## config.mk

```make
export PLATFORM = sky130hd
export DESIGN_NAME = apb_master
export DESIGN_NICKNAME = d
export VERILOG_FILES = /design/src/rtl/apb_pkg.sv /design/src/rtl/apb_master.sv
export SDC_FILE = /design/constraint.sdc
export NUM_CORES = 1
export LEC_CHECK = 0
export ABC_CLOCK_PERIOD_IN_PS = 3100
export CAP_MARGIN = 20
export CORE_ASPECT_RATIO = 0.6
export CORE_UTILIZATION = 40
export CTS_BUF_LIST = sky130_fd_sc_hd__clkbuf_16
export DETAILED_ROUTE_END_ITERATION = 16
export GPL_ROUTABILITY_DRIVEN = 1
export PLACE_DENSITY = 0.91
export SLEW_MARGIN = 30
export SYNTH_ARGS = -nofsm -noshare
export SYNTH_HDL_FRONTEND = slang
export SYNTH_SLANG_ARGS = --single-unit
```

## constraint.sdc

```tcl
create_clock -name clk -period 3.1 [get_ports clk]
set_input_delay 0.775 -clock clk [delete_from_list [all_inputs] [get_ports clk]]
set_output_delay 0.775 -clock clk [all_outputs]
set_load 0.05 [all_outputs]
```

## src/rtl/apb_pkg.sv

```systemverilog
// Shared APB definitions: FSM state encoding and default bus widths.
// Used by both the APB requester (apb_master) and the APB completer.
package apb_pkg;

  typedef enum logic [1:0] {
    IDLE   = 2'd0,
    SETUP  = 2'd1,
    ACCESS = 2'd2
  } apb_state_t;

  localparam int APB_ADDR_W = 10;
  localparam int APB_DATA_W = 32;

endpackage

```

## src/rtl/apb_master.sv

```systemverilog
// APB requester: takes valid/ready commands and runs one APB transfer per
// command, returning a single-cycle response pulse.
// Optional build macro APB_MASTER_TIMEOUT_EN adds an ACCESS wait-state
// counter that aborts a transfer after TIMEOUT_CYCLES cycles without pready.
// All outputs come from registers or decode of the state register.
module apb_master
  import apb_pkg::*;
#(
  parameter int ADDR_W         = APB_ADDR_W,
  parameter int DATA_W         = APB_DATA_W,
  parameter int TIMEOUT_CYCLES = 16
) (
  input  logic              clk,
  input  logic              reset,
  input  logic              cmd_valid_i,
  output logic              cmd_ready_o,
  input  logic              cmd_rnw_i,
  input  logic [ADDR_W-1:0] cmd_addr_i,
  input  logic [DATA_W-1:0] cmd_wdata_i,
  output logic              rsp_valid_o,
  output logic [DATA_W-1:0] rsp_rdata_o,
  output logic              rsp_err_o,
  output logic              psel_o,
  output logic              penable_o,
  output logic [ADDR_W-1:0] paddr_o,
  output logic              pwrite_o,
  output logic [DATA_W-1:0] pwdata_o,
  input  logic [DATA_W-1:0] prdata_i,
  input  logic              pready_i
);

  apb_state_t        state_q, state_d;
  logic [ADDR_W-1:0] paddr_q, paddr_d;
  logic              pwrite_q, pwrite_d;
  logic [DATA_W-1:0] pwdata_q, pwdata_d;
  logic              rsp_valid_q, rsp_valid_d;
  logic [DATA_W-1:0] rsp_rdata_q, rsp_rdata_d;
  logic              timeout_hit;

`ifdef APB_MASTER_TIMEOUT_EN
  localparam logic [7:0] TO_LAST = 8'(TIMEOUT_CYCLES - 1);

  logic [7:0] wait_cnt_q;
  logic       rsp_err_q;

  // Wait counter: cleared while in SETUP so it starts at 0 on ACCESS entry,
  // then counts ACCESS cycles that saw no pready.
  always_ff @(posedge clk or posedge reset) begin
    if (reset)                                  wait_cnt_q <= '0;
    else if (state_q == SETUP)                  wait_cnt_q <= '0;
    else if (state_q == ACCESS && !pready_i)    wait_cnt_q <= wait_cnt_q + 8'd1;
  end

  // Expiry only matters when pready is low; pready wins in the next-state logic.
  assign timeout_hit = (state_q == ACCESS) && (wait_cnt_q == TO_LAST);

  // Error flag travels with the response pulse of an aborted transfer.
  always_ff @(posedge clk or posedge reset) begin
    if (reset) rsp_err_q <= 1'b0;
    else       rsp_err_q <= timeout_hit && !pready_i;
  end

  assign rsp_err_o = rsp_err_q;
`else
  // No counter in this build: ACCESS waits for pready indefinitely.
  logic unused_timeout_cfg;
  assign unused_timeout_cfg = ^TIMEOUT_CYCLES;
  assign timeout_hit        = 1'b0;
  assign rsp_err_o          = 1'b0;
`endif

  // Next-state and register-update decode for the transfer FSM.
  always_comb begin
    state_d     = state_q;
    paddr_d     = paddr_q;
    pwrite_d    = pwrite_q;
    pwdata_d    = pwdata_q;
    rsp_valid_d = 1'b0;
    rsp_rdata_d = rsp_rdata_q;
    unique case (state_q)
      IDLE: begin
        if (cmd_valid_i) begin
          paddr_d  = cmd_addr_i;
          pwrite_d = !cmd_rnw_i;
          pwdata_d = cmd_wdata_i;
          state_d  = SETUP;
        end
      end
      SETUP: state_d = ACCESS;
      ACCESS: begin
        if (pready_i) begin
          rsp_valid_d = 1'b1;
          if (!pwrite_q) rsp_rdata_d = prdata_i;
          state_d = IDLE;
        end else if (timeout_hit) begin
          rsp_valid_d = 1'b1;
          rsp_rdata_d = '0;
          state_d     = IDLE;
        end
      end
      default: state_d = IDLE;
    endcase
  end

  // State and bus/response registers.
  always_ff @(posedge clk or posedge reset) begin
    if (reset) begin
      state_q     <= IDLE;
      paddr_q     <= '0;
      pwrite_q    <= 1'b0;
      pwdata_q    <= '0;
      rsp_valid_q <= 1'b0;
      rsp_rdata_q <= '0;
    end else begin
      state_q     <= state_d;
      paddr_q     <= paddr_d;
      pwrite_q    <= pwrite_d;
      pwdata_q    <= pwdata_d;
      rsp_valid_q <= rsp_valid_d;
      rsp_rdata_q <= rsp_rdata_d;
    end
  end

  // Ready is held low while reset is asserted so every output reads 0 in reset.
  assign cmd_ready_o = (state_q == IDLE) && !reset;
  assign psel_o      = (state_q != IDLE);
  assign penable_o   = (state_q == ACCESS);
  assign paddr_o     = paddr_q;
  assign pwrite_o    = pwrite_q;
  assign pwdata_o    = pwdata_q;
  assign rsp_valid_o = rsp_valid_q;
  assign rsp_rdata_o = rsp_rdata_q;

endmodule
```

==> results.cfg <==
[floorplan]
start_util_pct = 42.0
core_area_um2 = 7390
rows = 24
die_h_um = 70.3
die_width_um = 116
dieArea_um2 = 8130
io_pins = 159

[drt]
highest-signal-layer = met4
drt-wirelength-per-cell_um = 16.1
vias_per_cell = 4.57
vias = 2032
wl_met2_um = 3480
wl_met3_um = 599
totalWireLength_um = 7150
initialDrtViolationCount = 104
drtAntennaViolNets = 0
drc = 0
firstDrtPassIters = 4
wl_met1_um = 3030

[cells_and_area]
final_util_pct = 68.3
nets = 415
diodes = 0
postLayoutCellArea_um2 = 5040
final_cells = 445
fillers = 542
final_layout_size_suffix_gt1_share_pct = 28.4
area_growth_pct = 62.4

[synth]
synth_cell_type_count = 16
seq_area_frac_synth_pct = 62.9
yosysMostFrequentCell = dfrtp_1
synth_ff_type = dfrtp_1
ys_ff_latch = 78
synth_fp_nets = 253
synthTopCellsByCount = 78 x dfrtp_1, 44 x mux2_2, 30 x mux2_4, 4 x buf_6
synth_edf_count = 0
yosysTopAreaCell = dfrtp_1
synth_top_area_share_pct = 62.9
syn_area_um2 = 3110
synth_area_leaders = dfrtp_1 63%, mux2_2 16%, mux2_4 15%
netlist_instances = 174
synthArstFlopShare_pct = 100
ys_warn_count = 0
avgSynthCellArea_um2 = 17.8

[global_routing]
overflow = 0
grt_pass1_vias = 2200
grt_max_degree = 79
grt_pass1_wl_um = 11400
grt_usage_pct = 18.8
antenna_found_initial = 0

[worst_hold_path]
min_path_type = reg2reg
hold_depth = 1
hold_end = pwdata_o[10]$_DFFE_PP0P_
hp-start = pwdata_o[10]$_DFFE_PP0P_

[run_status]
status = complete, no violations

[sta]
max-slew-margin-rel_pct = 64.6
fin_crit_sh_pct = 83.9
max_clock_freq_mhz = 384
hold_violations = 0
period_minus_slack_ns = 2.60
fin_setup_tns_ns = 0
final_max_slew_viol_count = 0
rsz0062_at_grt = no
worst_pin_slew_ns = 0.529
worst_clock_skew_ns = 0.00610
setup_viol = 0

[worst_setup_path]
critPathLaunchType = flip-flop
r2r_slack_ns = 1.34
cp_cell_sequence = and2b_2 -> clkdlybuf4s50_1
cpMaxStageDelayCell = clkdlybuf4s50_1
slowest_delay_ns = 0.80
critPathArrivalTime_ns = 1.83
path_buf_inv = 1
path_delay_family = buffers and inverters
crit_path_end_kind = output port
reg2reg_from = state_q[0]$_DFFE_PP0P_
cp_data_required_time_ns = 2.32
r2r_cells = 3
worstPathMaxFanout = 5
crit_type = reg2out
r2r_end = rsp_rdata_o[15]$_DFFE_PP0P_

[run]
cap_violations = 0

[placed_design]
dp_cells = 429
placed_area_um2 = 4750
dp_hpwl_um = 5220
portBuffers = 157
gp_congestion = 0.725

[clock_tree]
htree_num_levels = 3
clock_path_buffers = 2
clk_latency_ns = 0.32
post_cts_buffers = 0
cts.sinks = 78
clkTransAtPathRegs_ns = 0.05
clockRootBuffer = clkbuf_16
cts_resized = 0
cts_tree = done
hold_buffers = 0
numCtsBuffers = 9
==> worst register-to-register path, cell delays in order (launching register included) <==
cell,delay (ns)
dfrtp_1,0.45
nor4bb_4,0.35
buf_4,0.44
mux2_2,0.40
==> worst max path at each step <==
stage | end | slack [ns] | startpoint | cells after the start
after floorplan | paddr_o[0]$_DFFE_PP0P_ | 0.33 | reset | 1
after global placement | rsp_rdata_o[15]$_DFFE_PP0P_ | 0.62 | pready_i | 4
after detailed placement | rsp_rdata_o[15]$_DFFE_PP0P_ | 0.52 | pready_i | 4
after CTS | penable_o | 0.47 | state_q[0]$_DFFE_PP0P_ | 2
after global routing | penable_o | 0.45 | state_q[0]$_DFFE_PP0P_ | 2
final | penable_o | 0.50 | state_q[0]$_DFFE_PP0P_ | 2
==> cells by family (layout without fill, tap and decap cells) <==
logic type / after synthesis / count (layout) / share of synthesized area (%)
DFF: 78 / 78 / 62.9
muxes: 76 / 76 / 31.1
buffers and inverters: 12 / 179 / 4.35
and+or+nand+nor: 7 / 7 / 1.57
other: 1 / 1 / 0.121
==> cell type report <==
cell class	instances	area, um^2	area share (%)
sequential	78	1950	38.7
timing repair buffer	161	1620	32.2
multi-input combinational	84	1040	20.6
clock buffer	9	225	4.47
tap	104	130	2.58
clock inverter	7	65.1	1.29
inverter	2	8.76	0.174
==> per-stage QoR <==
stage	setup slack, ns	hold slack [ns]
floorplan	0.330	0.492
global placement	0.620	0.489
detailed placement	0.522	0.494
CTS	0.473	0.508
global route	0.448	0.515
finish	0.499	0.504
==> per-layer routing <==
metal / GRT usage [%] / vias up
met4: 4.27 / 0
met3: 7.90 / 4
li1: - / 925
met5: 0 / -
met2: 31.1 / 93
met1: 22.8 / 1010
==> registers in the layout (all words and copies together) (netlist names) <==
name         count
pwdata_o        32
rsp_rdata_o     32
paddr_o         10
state_q          2
pwrite_o         1
rsp_valid_o      1
==> cell usage in the layout (no fill, tap or decap), drive strengths merged <==
cell type / netlist / final
mux2: 74 / 74
clkinv: 0 / 3
clkdlybuf4s50: 0 / 156
buf: 10 / 5
mux2i: 2 / 2
dfrtp: 78 / 78
conb: 1 / 1
inv: 2 / 3
bufinv: 0 / 1
nand2b: 1 / 1
nor3b: 1 / 1
nor2: 1 / 1
and2: 1 / 1
clkinvlp: 0 / 2
clkbuf: 0 / 9
nor4bb: 1 / 1
and2b: 1 / 1
or2: 1 / 1
Power is left out: the tool's default activity adds up to more than one toggle a clock period on the data nets, which glitch-free logic cannot reach.
